==> src/rtl/weakgpio_pkg.sv <==
// Shared constants for the weakgpio peripheral: register offsets, handshake
// state encoding and the byte-lane mask helper.
package weakgpio_pkg;

    localparam logic [2:0] REG_DATA_OUT   = 3'd0;
    localparam logic [2:0] REG_DIR        = 3'd1;
    localparam logic [2:0] REG_DATA_IN    = 3'd2;
    localparam logic [2:0] REG_SET        = 3'd3;
    localparam logic [2:0] REG_CLR        = 3'd4;
    localparam logic [2:0] REG_IRQ_EN     = 3'd5;
    localparam logic [2:0] REG_IRQ_EDGE   = 3'd6;
    localparam logic [2:0] REG_IRQ_STATUS = 3'd7;

    localparam logic [0:0] ST_IDLE = 1'b0;
    localparam logic [0:0] ST_ACK  = 1'b1;

    function automatic logic [31:0] lane_mask(input logic [3:0] mask);
        return {{8{mask[3]}}, {8{mask[2]}}, {8{mask[1]}}, {8{mask[0]}}};
    endfunction

endpackage

==> src/rtl/weakgpio_sync.sv <==
// Pad input synchroniser with a previous-value flop; exposes the synchronised
// value and per-bit rising/falling edge strobes.
module weakgpio_sync #(
    parameter int WIDTH       = 8,
    parameter int SYNC_STAGES = 2
) (
    input  logic             clk,
    input  logic             rst,
    input  logic [WIDTH-1:0] i_pad,
    output logic [WIDTH-1:0] o_data,
    output logic [WIDTH-1:0] o_rise,
    output logic [WIDTH-1:0] o_fall
);

    logic [WIDTH-1:0] r_sync [SYNC_STAGES];
    logic [WIDTH-1:0] r_prev;

    always_ff @(posedge clk or negedge rst) begin
        if (!rst) begin
            for (int i = 0; i < SYNC_STAGES; i++) begin
                r_sync[i] <= '0;
            end
            r_prev <= '0;
        end else begin
            r_sync[0] <= i_pad;
            for (int i = 1; i < SYNC_STAGES; i++) begin
                r_sync[i] <= r_sync[i-1];
            end
            r_prev <= r_sync[SYNC_STAGES-1];
        end
    end

    assign o_data = r_sync[SYNC_STAGES-1];
    assign o_rise = o_data & ~r_prev;
    assign o_fall = ~o_data & r_prev;

endmodule

==> src/rtl/weakgpio.sv <==
// GPIO peripheral on the weakcore bus: direction, set/clear outputs, synchronised
// input readback and per-pin edge interrupts behind a one-cycle ack handshake.
module weakgpio
    import weakgpio_pkg::*;
#(
    parameter int WIDTH       = 8,
    parameter int SYNC_STAGES = 2
) (
    input  logic             clk,
    input  logic             rst,
    input  logic             sel,
    input  logic             wr,
    input  logic [2:0]       addr,
    input  logic [31:0]      wdata,
    input  logic [3:0]       wmask,
    output logic [31:0]      rdata,
    output logic             ack,
    input  logic [WIDTH-1:0] gpio_in,
    output logic [WIDTH-1:0] gpio_out,
    output logic [WIDTH-1:0] gpio_oe,
    output logic             irq
);

    localparam logic [2:0] ARM_MAX = 3'(SYNC_STAGES + 1);

    logic [WIDTH-1:0] r_out, r_dir, r_en, r_edge, r_stat;
    logic [0:0]       r_state;
    logic             r_ack;
    logic [31:0]      r_rdata;
    logic [2:0]       r_arm;

    logic [WIDTH-1:0] w_din, w_rise, w_fall, w_hit, w_bm, w_wd, w_w1c;
    logic [31:0]      w_lane, w_rd;
    logic             w_accept, w_we, w_armed;
    logic             w_unused;

    weakgpio_sync #(.WIDTH(WIDTH), .SYNC_STAGES(SYNC_STAGES)) u_sync (
        .clk    (clk),
        .rst    (rst),
        .i_pad  (gpio_in),
        .o_data (w_din),
        .o_rise (w_rise),
        .o_fall (w_fall)
    );

    assign w_lane   = lane_mask(wmask);
    assign w_bm     = w_lane[WIDTH-1:0];
    assign w_wd     = wdata[WIDTH-1:0] & w_bm;
    assign w_accept = (r_state == ST_IDLE) && sel;
    assign w_we     = w_accept && wr;
    assign w_armed  = (r_arm == ARM_MAX);
    // Edges are ignored until the synchroniser has flushed its reset zeros.
    assign w_hit    = w_armed ? ((r_edge & w_rise) | (~r_edge & w_fall)) : '0;
    assign w_w1c    = (w_we && addr == REG_IRQ_STATUS) ? w_wd : '0;
    assign w_unused = &{1'b0, wdata, w_lane};

    always_comb begin
        w_rd = '0;
        case (addr)
            REG_DATA_OUT:   w_rd[WIDTH-1:0] = r_out;
            REG_DIR:        w_rd[WIDTH-1:0] = r_dir;
            REG_DATA_IN:    w_rd[WIDTH-1:0] = w_din;
            REG_IRQ_EN:     w_rd[WIDTH-1:0] = r_en;
            REG_IRQ_EDGE:   w_rd[WIDTH-1:0] = r_edge;
            REG_IRQ_STATUS: w_rd[WIDTH-1:0] = r_stat;
            default:        w_rd = '0;
        endcase
    end

    // sel is not sampled in ACK, so a held request completes every other cycle.
    always_ff @(posedge clk or negedge rst) begin
        if (!rst) begin
            r_state <= ST_IDLE;
            r_ack   <= 1'b0;
            r_rdata <= '0;
        end else begin
            r_state <= w_accept ? ST_ACK : ST_IDLE;
            r_ack   <= w_accept;
            r_rdata <= (w_accept && !wr) ? w_rd : '0;
        end
    end

    always_ff @(posedge clk or negedge rst) begin
        if (!rst) begin
            r_arm <= '0;
        end else if (!w_armed) begin
            r_arm <= r_arm + 3'd1;
        end
    end

    always_ff @(posedge clk or negedge rst) begin
        if (!rst) begin
            r_out  <= '0;
            r_dir  <= '0;
            r_en   <= '0;
            r_edge <= '0;
        end else if (w_we) begin
            case (addr)
                REG_DATA_OUT: r_out  <= (r_out & ~w_bm) | w_wd;
                REG_DIR:      r_dir  <= (r_dir & ~w_bm) | w_wd;
                REG_SET:      r_out  <= r_out | w_wd;
                REG_CLR:      r_out  <= r_out & ~w_wd;
                REG_IRQ_EN:   r_en   <= (r_en & ~w_bm) | w_wd;
                REG_IRQ_EDGE: r_edge <= (r_edge & ~w_bm) | w_wd;
                default:      ;
            endcase
        end
    end

    // A new edge wins over a simultaneous write-1-to-clear.
    always_ff @(posedge clk or negedge rst) begin
        if (!rst) begin
            r_stat <= '0;
        end else begin
            r_stat <= (r_stat & ~w_w1c) | w_hit;
        end
    end

    assign rdata    = r_rdata;
    assign ack      = r_ack;
    assign gpio_out = r_out;
    assign gpio_oe  = r_dir;
    assign irq      = |(r_stat & r_en);

endmodule

==> config.mk <==
export PLATFORM = sky130hd
export DESIGN_NAME = weakgpio
export DESIGN_NICKNAME = d
export VERILOG_FILES = /design/src/rtl/weakgpio_pkg.sv /design/src/rtl/weakgpio_sync.sv /design/src/rtl/weakgpio.sv
export SDC_FILE = /design/constraint.sdc
export NUM_CORES = 1
export LEC_CHECK = 0
export ABC_CLOCK_PERIOD_IN_PS = 2600
export BUFFER_PORTS_ARGS = -buffer_cell sky130_fd_sc_hd__buf_4
export CORE_ASPECT_RATIO = 1.4
export CORE_UTILIZATION = 56
export CTS_CLUSTER_DIAMETER = 120
export DETAILED_ROUTE_END_ITERATION = 8
export GPL_TIMING_DRIVEN = 0
export PLACE_DENSITY = 0.85
export SYNTH_ARGS = -nofsm -noshare
export SYNTH_HDL_FRONTEND = slang
export SYNTH_SLANG_ARGS = --single-unit
==> constraint.sdc <==
create_clock -name clk -period 2.6 [get_ports clk]
set_input_delay 0.52 -clock clk [delete_from_list [all_inputs] [get_ports clk]]
set_output_delay 0.52 -clock clk [all_outputs]
set_load 0.01 [all_outputs]
---- Yosys cells after proc, flatten, opt, wreduce, memory -nomap -nowiden ----
Cells that the tools add are included.
Widths: inputs -> output; s select.
cells by class
  add/subtract/negate cells ............... 1
  equality and inequality tests ........... 8
  reduce and logical (&&, ||, !) cells .... 12
  multiplexer cells ....................... 6
  bitwise gates (word level) .............. 26
operators by type and width
  kind                 count
  $and 8x8->8          12
  $or 8x8->8           7
  $not 8->8            6
  $pmux 8 s6           1
  $mux 8               3
  $pmux 8 s3           1
  $eq 3x3->1 const B   4
  $eq 3x2->1 const B   3
  $reduce_and 2->1     4
  $reduce_or 8->1      1
  $logic_and 1x1->1    4
  $add 3x1->3 const B  1
  $eq 3x1->1 const B   1
  $logic_not 3->1      1
  $reduce_bool 3->1    1
  $logic_not 1->1      1
  $mux 1               1
  $not 1->1            1
word-level totals
  bits of input ports ..................... 51
  output and inout port bits .............. 50
  word-level logic and storage cells ...... 65
  flip-flop bits (word level) ............. 77

---- Logic depth before layout (Yosys ltp) ----
Gate-level depths: netlist of the first run.
  word-level depth ........................ 8
  depth in mapped cells ................... 6
  mapped depth without buffers ............ 4

---- Hierarchy ----
From an unflattened synthesis of the first run, not the netlist that was laid out.
unflattened totals
  cell total of the unflattened synthesis .. 306
  area, all modules ....................... 3738.6 µm²
by module, submodules not included
  module         area an instance (µm²)  cells an instance  sequential area each (µm²)  times used
  weakgpio       2937.8                  258                1301.2                      1
  weakgpio_sync  800.8                   48                 600.6                       1

---- Worst setup path after synthesis of the first run ----
Ideal clock, no wire load.
  path type ............................... input-to-reg
  from .................................... input wmask[0]
  to ...................................... register (tool-made name)
  library setup time ...................... 125 ps
  stages .................................. 5
  data arrival time ....................... 1692 ps
  data required time ...................... 2475 ps
  path buffers ............................ 2
  setup slack ............................. 783 ps
  cell sequence ........................... buf_6 -> nand4b_4 -> or4b_4 -> buf_6 -> mux2_4
RTL lines
  what                RTL line        RTL
  start: declaration  weakgpio.sv:15  input logic [3:0] wmask,

==> summary.md, run 1 <==
| Metric | Value |
|---|---|
| Status | finished, final reports clean |
| Worst hold path stage count | 1 |
| Period utilization | 0.744 |
| Area of the multi-input gates | 1520 sq um |
| Post-detail-place hpwl | 5700 microns |
| Postcts setup bufs | 0 |
| WL final | 8410 microns |
| DRT iter0 DRCs | 277 |
| CP arrival | 2140 ps |
| Largest net degree at the start of global routing | 77 |
| Syn avg cell area | 12.3 sq um |
| PwrDens | 636 nW/um^2 |
| CTS tree | built |
| Static Leakage | 2.13 nW |
| Hold_ws | 262 ps |
| Final Hold Vio Count | 0 |
| RePlAce Congestion | 0.883 |
| CP Class | reg2reg |
| VDD IR max | 0.383 mV |
| Root Driver | clkbuf_8 |
| Most frequent cells in the layout | dfrtp_1, buf_4, conb_1 |
| Synth Cell Area | 3640 sq um |
| WHS Endpoint | u_sync.r_sync[10] |
| Fin cells | 456 |
| CTS resizes | 0 |
| # hold bufs at CTS | 0 |
| Via count | 2,677 |
| GRT overflow | 0 |
| Worst r2r src | ack |
| Async S/R FF share, synth | 1.00 |
| FF+latch area | 1900 sq um |
| DR WL/cell | 18.4 microns |
| CORE AREA | 6250 sq um |
| Slew @ Worst Pin | 915 ps |
| Setup crit end kind | flip-flop |
| CTS clk-pin slew, worst paths | 80 ps |
| Max Fanout on Critical Path | 10 |
| Slew headroom | 0.387 |
| Number of buffers inserted by port buffering | 48 |
| # H-tree levels | 3 |
| Yosys reg bits | 76 |
| Reg2reg end | gpio_out[0] |
| Num rows | 34 |
| CTS Buffer Depth | 2 |
| Endpoints failing setup | 0 |
| Cells after Synth | 297 |
| ANT nets after route | 0 |
| Unique cell type count in the Yosys netlist | 43 |
| Vias in the first global route | 2,693 |
| Hold Crit Class | in2reg |
| Vias/cell | 5.87 |
| Ant. Diodes | 0 |
| Pins over their slew limit | 0 |
| F_max | 517 MHz |
| TritonCTS Buffers | 9 |
| Worst Setup Start Kind | flip-flop |
| R2r setup slk | 670 ps |
| RSZ-0062 raised after global routing | false |
| 1st-pass router iterations | 5 |
| Max Cap Viol | 0 |
| Clk sinks | 76 |
| Worst Skew | 2.72 ps |
| Io pins | 101 |
| Area growth from synthesis to layout | 20.7% |
| Sum Neg Setup Slack | 0 ps |
| Pre-CTS setup slack | 368 ps |
| Final setup margin | 666 ps |
| Initial antenna violation count | 0 |
| Die Area | 6830 sq um |
| Seq/Total Area, Yosys | 0.523 |
| Placed insts | 440 |
| # DRC | 0 |
| Die X | 70.1 microns |
| Skew-Pair Late Insertion Delay | 360 ps |
| Fill count | 467 |
| Worst R2R Path Depth | 4 |
| Final net count | 432 |
| Ys Warns | 0 |
| Top FF cell, synth | dfrtp_1 |
| Layout cell share with drive strength beyond 1 | 0.357 |
| Fin crit period | 1930 ps |
| Initial Util | 0.582 |
| CP required | 2800 ps |
| Number of enable flip-flop cells after synthesis | 0 |
| Gr usage total | 0.264 |
| Hold path start | gpio_in[2] |
| Most common cell after layout, fill and taps aside | dfrtp_1 |
| Chip Height | 97.4 microns |
| First-pass GRT wire length | 13,700 microns |
==> cell usage after synthesis (2+ instances only) <==
cell type	number	area, sq um
nor3_2	6	60.1
nor3b_1	6	45.0
o221ai_1	8	70.1
or3_1	3	18.8
nand2b_1	3	18.8
dfrtp_1	76	1900
buf_4	24	180
inv_1	13	48.8
nor2_1	3	11.3
nand3b_1	7	52.6
buf_6	2	22.5
a22o_1	2	17.5
a221oi_1	5	43.8
a22oi_1	4	30.0
o21ai_0	10	50.1
nand2_1	18	67.6
and3b_1	7	61.3
buf_2	6	30.0
clkbuf_1	6	22.5
o31ai_1	6	45.0
a31oi_1	5	31.3
mux2i_1	11	110
o211ai_1	3	22.5
mux2_4	8	120
o211a_1	3	30.0
mux2_2	22	248
o311ai_0	8	70.1
o22ai_1	2	12.5
ha_1	2	25.0
o21a_1	5	37.5
==> worst max-delay path, cell delays in order, from the launching register on <==
cell and delay [ps]:
dfrtp_1 410, nand3b_1 420, o21ba_2 370, clkbuf_1 360, o221ai_1 220
==> worst max path at each step <==
stage | from | to | slack [ps] | cells past startpoint
3_5_place_dp | addr[1] | flip-flop | 370 | 5
4_1_cts | ack | gpio_out[0] | 660 | 4
5_1_grt | ack | gpio_out[3] | 580 | 4
3_3_place_gp | addr[1] | flip-flop | 410 | 5
2_1_floorplan | wmask[0] | flip-flop | 780 | 5
6_report | ack | gpio_out[0] | 670 | 4
==> layer usage <==
layer | global-route usage | up-vias | share of wire
li1 | - | 1211 | -
met3 | 0.0633 | 26 | 0.074
met4 | 0.143 | 0 | 0.037
met2 | 0.417 | 126 | 0.50
met5 | 0 | - | 0
met1 | 0.333 | 1314 | 0.38
==> cell type report <==
class | count | share of cell area
sequential | 76 | 0.433
multi-input combinational | 192 | 0.345
timing repair buffer | 48 | 0.0820
buffer | 39 | 0.0590
clock buffer | 10 | 0.0291
tap | 72 | 0.0205
clock inverter | 6 | 0.0202
inverter | 13 | 0.0111
==> logic make-up (layout without fill, tap and decap cells) <==
family | Yosys count | after routing | share of synthesized area
flip-flops | 76 | 76 | 0.523
AO/OA/AOI/OAI | 62 | 62 | 0.129
AND/OR/NAND/NOR | 61 | 61 | 0.120
buffers and inverters | 52 | 116 | 0.0846
multiplexers | 41 | 41 | 0.131
adder cells (fa/ha/maj) | 2 | 2 | 0.00687
XOR/XNOR | 2 | 2 | 0.00481
other | 1 | 24 | 0.00103
==> metrics by stage <==
step	total power, W	util	instance area [sq um]
floorplan	0.00164	-	3730
global placement	0.00181	0.668	4180
detailed placement	0.00182	0.668	4180
CTS	0.00280	0.702	4390
global route	0.00290	0.702	4390
finish	0.00279	0.702	4390
==> power breakdown <==
group	total, W	leakage (nW)	internal, W	switching, W
clock	0.000984	0.102	0.000540	0.000444
combinational	0.000448	1.13	0.000235	0.000214
sequential	0.00136	0.892	0.00128	0.0000816
total	0.00279	2.13	0.00205	0.000739
No activity file was read; power rests on OpenSTA's default activity.
==> run 2: changes to the inputs <==
--- a/config.mk
+++ b/config.mk
@@ -5,14 +5,15 @@
 export SDC_FILE = /design/constraint.sdc
 export NUM_CORES = 1
 export LEC_CHECK = 0
-export ABC_CLOCK_PERIOD_IN_PS = 2600
+export ABC_AREA = 1
+export ABC_CLOCK_PERIOD_IN_PS = 1600
 export BUFFER_PORTS_ARGS = -buffer_cell sky130_fd_sc_hd__buf_4
 export CORE_ASPECT_RATIO = 1.4
-export CORE_UTILIZATION = 56
+export CORE_UTILIZATION = 48
 export CTS_CLUSTER_DIAMETER = 120
 export DETAILED_ROUTE_END_ITERATION = 8
 export GPL_TIMING_DRIVEN = 0
-export PLACE_DENSITY = 0.85
+export PLACE_DENSITY = 0.77
 export SYNTH_ARGS = -nofsm -noshare
 export SYNTH_HDL_FRONTEND = slang
 export SYNTH_SLANG_ARGS = --single-unit
==> constraint.sdc (replaced) <==
create_clock -name clk -period 1.6 [get_ports clk]
set_input_delay 0.32 -clock clk [delete_from_list [all_inputs] [get_ports clk]]
set_output_delay 0.32 -clock clk [all_outputs]
set_load 0.01 [all_outputs]
==> run 2 against run 1 <==
Against the previous run: the flow now finishes with violations (setup timing); critical endpoint is now irq; sequential share of layout area fell by 2.3 points; die area increased by 20%; synthesized cell count rose by 42%; critical path depth grew 1; worst setup slack lost 710 ps; utilization shrank 8.0 points.
==> summary.md, run 2 <==
| Metric | Value |
|---|---|
| Fin crit period | 1640 ps |
| Sum Neg Setup Slack | -41.5 ps |
| Clk sinks | 76 |
| Number of buffers inserted by port buffering | 46 |
| Gr usage total | 0.229 |
| Internal power | 0.00370 W |
| Synth top area share | 0.505 |
| Vias/cell | 5.31 |
| Worst r2r src | ack |
| Worst Setup Start Kind | flip-flop |
| 1st-pass router iterations | 5 |
| Slew headroom | 0.373 |
| Most frequent cells in the layout | nand2_1, buf_4, dfrtp_1 |
| Synth area leader | dfrtp_1 |
| # hold bufs at CTS | 0 |
| Root Driver | clkbuf_8 |
| Placed insts | 588 |
| Reg power frac | 0.449 |
| Chip Height | 107 microns |
| Post-detail-place hpwl | 6630 microns |
| Ys Warns | 0 |
| Final Hold Vio Count | 0 |
| Largest net degree at the start of global routing | 77 |
| Most common cell after layout, fill and taps aside | nand2_1 |
| Mux share of post-synthesis cell area | 0.00299 |
| Critical path cell sequence | nand2_1, nand2_1, a21oi_2, nand4_1, buf_4 |
| Synth Area in Adders | 0.00664 |
| Most common cell in the synthesized netlist | nand2_1 |
| Seq/Total Area, Yosys | 0.505 |
| Post-synthesis xor/xnor area fraction | 0.00232 |
| Combinational family with the most area after synthesis | simple AND/OR/NAND/NOR gates |
| Most frequent CP cell | nand2_1 |
| Pins over their slew limit | 0 |
| Layout cell share with drive strength beyond 1 | 0.277 |
| Die X | 76.9 microns |
| Max Fanout on Critical Path | 3 |
| Number of enable flip-flop cells after synthesis | 0 |
| Area growth from synthesis to layout | 23.1% |
| Fin cells | 610 |
| DRT iter0 DRCs | 280 |
| Cells after Synth | 422 |
| PwrDens | 1090 nW/um^2 |
| Synth Area in Compound Gates | 0.0917 |
| Max Cap Viol | 0 |
| Yosys reg bits | 76 |
| Failing checks | setup timing |
| Pre-CTS setup slack | 120 ps |
| Hold Crit Class | in2reg |
| Post-synth top cells | nand2_1, dfrtp_1, nand4_1 |
| Syn avg cell area | 8.93 sq um |
| Worst Setup EP | irq |
| Via count | 3,240 |
| Largest stage delay, worst path | 410 ps |
| Top FF cell, synth | dfrtp_1 |
| Crit path from | r_stat[7] |
| Simple-Gate Fraction of Synth Area | 0.263 |
| # DRC | 0 |
| Io pins | 101 |
| CTS tree | built |
| Clock share of power | 0.376 |
| Static Leakage | 2.39 nW |
| Worst Skew | 8.57 ps |
| Ant. Diodes | 0 |
| Share of the core filled with cells | 0.622 |
| P_sw | 0.00135 W |
| First-pass GRT wire length | 14,500 microns |
| RePlAce Congestion | 0.882 |
| DR WL/cell | 14.7 microns |
| Post-route design area | 4640 sq um |
| Skew-Pair Late Insertion Delay | 340 ps |
| CP required | 1280 ps |
| Crit path max-delay cell type | dfrtp_1 |
| Initial Util | 0.505 |
| CP arrival | 1320 ps |
| Unique cell type count in the Yosys netlist | 28 |
| Die Area | 8210 sq um |
| WL final | 8990 microns |
| GRT overflow | 0 |
| Synth Cell Area | 3770 sq um |
| Period utilization | 1.03 |
| Final setup margin | -41.5 ps |
| ANT nets after route | 0 |
| Fill count | 641 |
| CTS Buffer Depth | 2 |
| CTS clk-pin slew, worst paths | 80 ps |
| Num rows | 37 |
| Cell Area, Placed | 4320 sq um |
| Switching Fraction | 0.267 |
| Endpoints failing setup | 1 |
| F_max | 609 MHz |
| CORE AREA | 7450 sq um |
| Vias in the first global route | 3,278 |
| Setup crit end kind | output port |
| Combinational Power Share | 0.176 |
| VDD IR max | 0.532 mV |
| CP Class | reg2out |
| Worst R2R Path Depth | 6 |
| Final net count | 562 |
| RSZ-0062 raised after global routing | true |
| R2r setup slk | 100 ps |
| Top cells by area, synth | dfrtp_1, nand2_1, nand4_1 |
| Async S/R FF share, synth | 1.00 |
| Status | finished, violations left |
| Initial antenna violation count | 0 |
| TritonCTS Buffers | 9 |
| Reg2reg end | r_stat[0] |
| # H-tree levels | 3 |
| Slew @ Worst Pin | 941 ps |
==> run 2: repair_timing <==
item                                    in CTS  in global routing
setup buffers                                6                  1
endpoints found under the setup margin       1                  9
pin swaps                                    3                  1
gates resized for setup                      1                  2
gates cloned                                 0                  0
==> run 2: metrics by stage <==
stage	total power (W)	hold WS, ps
floorplan	0.00278	24.4
global placement	0.00311	331
detailed placement	0.00315	336
CTS	0.00507	68.4
global route	0.00527	63.9
finish	0.00505	78.5
==> run 2: cells by family after synthesis <==
logic type	count (synthesis)
multiplexers	1
AO/OA/AOI/OAI	60
XOR/XNOR	1
adder cells (fa/ha/maj)	2
buffers and inverters	84
other	1
flip-flops	76
AND/OR/NAND/NOR	197
==> run 2: power by group through the flow <==
stage / logic [W] / clock network [W] / registers [W]
2_1_floorplan: 0.000477 / 0 / 0.00230
3_3_place_gp: 0.000821 / 0 / 0.00229
3_5_place_dp: 0.000848 / 0 / 0.00230
4_1_cts: 0.000885 / 0.00192 / 0.00226
5_1_grt: 0.000971 / 0.00201 / 0.00229
6_report: 0.000888 / 0.00190 / 0.00226
==> run 2: layout make-up <==
class,count,area [sq um],share of cell area
Inverter,42,165,0.0356
Multi-Input combinational cell,285,1480,0.318
Clock inverter,6,138,0.0297
Clock buffer,9,124,0.0267
Timing Repair Buffer,53,398,0.0858
Tap cell,97,121,0.0262
Buffer,42,315,0.0680
Sequential cell,76,1900,0.410
==> run 2: worst max-delay path, delay by kind of cell, from the launching register on <==
kind	cells	cell delay (ps)
flops	1	410
compound gates	1	120
simple gates	3	280
buf+inv	1	170
==> run 2: worst min path at each step <==
stage / start / to / slack, ps / cells after the start
3_5_place_dp: u_sync.r_sync[9] / u_sync.o_data[1] / 340 / 0
6_report: gpio_in[6] / u_sync.r_sync[14] / 80 / 1
5_1_grt: gpio_in[1] / u_sync.r_sync[9] / 60 / 1
2_1_floorplan: rst / asynchronous set/reset pin / 20 / 0
4_1_cts: gpio_in[1] / u_sync.r_sync[9] / 70 / 1
3_3_place_gp: u_sync.r_sync[15] / u_sync.o_data[7] / 330 / 0
==> run 2: metal layers <==
layer | share of wire | wire, microns | vias up | global-route usage
met1 | 0.38 | 3390 | 1560 | 0.239
met3 | 0.049 | 438 | 36 | 0.0357
met2 | 0.54 | 4820 | 124 | 0.414
met4 | 0.039 | 348 | 0 | 0.165
li1 | - | - | 1520 | -
met5 | 0 | 0 | - | 0
==> run 3: changes to the inputs <==
--- a/config.mk
+++ b/config.mk
@@ -14,6 +14,7 @@
 export DETAILED_ROUTE_END_ITERATION = 8
 export GPL_TIMING_DRIVEN = 0
 export PLACE_DENSITY = 0.77
+export RECOVER_POWER = 100
 export SYNTH_ARGS = -nofsm -noshare
 export SYNTH_HDL_FRONTEND = slang
 export SYNTH_SLANG_ARGS = --single-unit
==> run 3 against run 2 <==
Against the previous run: the flow finishes with violations (DRC, setup timing); worst setup slack gained 5.6 ps; maximum frequency grew 0.34%; total power shrank 1.5%; wire length shrank 0.20%; critical endpoint unchanged.
==> summary.md, run 3 (same netlist as run 2, synthesis figures left out) <==
| Metric | Value |
|---|---|
| Area growth from synthesis to layout | 19.4% |
| Hold_ws | 101 ps |
| Max layer used | met4 |
| Failing checks | DRC, setup timing |
| Initial antenna violation count | 0 |
| Endpoints failing setup | 1 |
| Max Cap Viol | 0 |
| Final net count | 562 |
| Gr usage total | 0.229 |
| Hold Crit Class | in2reg |
| Worst hold path stage count | 1 |
| TritonCTS Buffers | 9 |
| Initial Util | 0.505 |
| # hold bufs at CTS | 0 |
| Max Fanout on Critical Path | 3 |
| Family with the most delay on the worst path | flip-flops |
| GRT overflow | 0 |
| Worst Setup Start Kind | flip-flop |
| Fin crit period | 1640 ps |
| DR WL/cell | 14.7 microns |
| Length of routed wiring on met1 | 3320 microns |
| # H-tree levels | 3 |
| Power Total | 0.00497 W |
| DRT iter0 DRCs | 215 |
| Met3 WL | 544 microns |
| Number of buffers inserted by port buffering | 46 |
| PwrDens | 1110 nW/um^2 |
| Critical path cell sequence | nand2_1, nand2_1, a21oi_2, nand4_1, buf_4 |
| WHS Endpoint | u_sync.r_sync[9] |
| Die X | 76.9 microns |
| Most frequent cells in the layout | nand2_1, dfrtp_1, buf_4 |
| Clk sinks | 76 |
| Slew @ Worst Pin | 1020 ps |
| Root Driver | clkbuf_8 |
| Layout cell share with drive strength beyond 1 | 0.218 |
| Worst Skew | 12.3 ps |
| ANT nets after route | 0 |
| Final setup margin | -35.9 ps |
| CP required | 1280 ps |
| Most frequent CP cell | nand2_1 |
| Period utilization | 1.02 |
| Skew-Pair Late Insertion Delay | 350 ps |
| Worst r2r src | ack |
| Slew headroom | 0.322 |
| Setup crit end kind | output port |
| WL final | 8980 microns |
| Num rows | 37 |
| # DRC | 1 |
| First-pass GRT wire length | 14,500 microns |
| Fill count | 684 |
| Largest stage delay, worst path | 410 ps |
| CTS tree | built |
| Largest net degree at the start of global routing | 77 |
| Most common cell after layout, fill and taps aside | nand2_1 |
| RePlAce Congestion | 0.882 |
| Crit path max-delay cell type | dfrtp_1 |
| CTS Buffer Depth | 2 |
| Ant. Diodes | 0 |
| Pre-CTS setup slack | 120 ps |
| VDD IR max | 0.530 mV |
| Met2 wire length | 4760 microns |
| CTS clk-pin slew, worst paths | 80 ps |
| Static Leakage | 2.27 nW |
| Sum Neg Setup Slack | -35.9 ps |
| Vias in the first global route | 3,278 |
| R2r setup slk | 90 ps |
| Status | finished, violations left |
| Worst Path Buf+Inv | 1 |
| Worst R2R Path Depth | 7 |
| Hold path start | gpio_in[1] |
| Pins over their slew limit | 0 |
| Post-detail-place hpwl | 6630 microns |
| Die Area | 8210 sq um |
| 1st-pass router iterations | 7 |
| Io pins | 101 |
| RSZ-0062 raised after global routing | true |
| CP arrival | 1320 ps |
| F_max | 611 MHz |
| Chip Height | 107 microns |
| Via count | 3,249 |
| CP Class | reg2out |
| Final Hold Vio Count | 0 |
| CORE AREA | 7450 sq um |
| Vias/cell | 5.33 |
[run 3: repair_timing]
action                                 CTS  global route
pin swaps                                3             1
endpoints found under the hold margin    0             0
resized for setup                        1             2
setup buffers                            6             1
setup endpoints to repair                1             9
[run 3: power by group]
part | switching, W | leakage (nW) | internal [W] | total [W]
clock network | 0.000713 | 0.129 | 0.00119 | 0.00190
registers | 0.000154 | 0.925 | 0.00211 | 0.00226
logic | 0.000480 | 1.22 | 0.000328 | 0.000808
[run 3: through the flow]
| stage | cell area (sq um) | utilization | std cells |
|---|---|---|---|
| floorplan | 3850 | - | 445 |
| global placement | 4320 | 0.580 | 588 |
| detailed placement | 4320 | 0.580 | 588 |
| CTS | 4630 | 0.621 | 609 |
| global route | 4500 | 0.603 | 610 |
| finish | 4500 | 0.603 | 610 |
[run 3: routing by layer]
| layer | global-route usage | vias to the layer above |
|---|---|---|
| met3 | 0.0357 | 38 |
| met2 | 0.414 | 155 |
| li1 | - | 1516 |
| met4 | 0.165 | 0 |
| met1 | 0.239 | 1540 |
| met5 | 0 | - |
[run 3: final cells by class]
| class | instances | area (sq um) | share of cell area |
|---|---|---|---|
| Clock buffer | 9 | 124 | 0.0275 |
| Timing Repair Buffer | 53 | 304 | 0.0676 |
| Tap cell | 97 | 121 | 0.0270 |
| Clock inverter | 6 | 138 | 0.0306 |
| Sequential cell | 76 | 1900 | 0.423 |
| Inverter | 42 | 165 | 0.0367 |
| Buffer | 42 | 297 | 0.0659 |
| Multi-Input combinational cell | 285 | 1450 | 0.322 |
[run 3: worst max path at each step]
stage / to / slack [ps] / cells after the start / startpoint
2_1_floorplan: flip-flop / 340 / 7 / ack
3_3_place_gp: r_stat[1] / 180 / 8 / sel
3_5_place_dp: r_stat[4] / 120 / 5 / r_arm[0]
4_1_cts: irq / -20 / 5 / r_stat[2]
5_1_grt: irq / -80 / 5 / r_stat[7]
6_report: irq / -40 / 5 / r_stat[7]
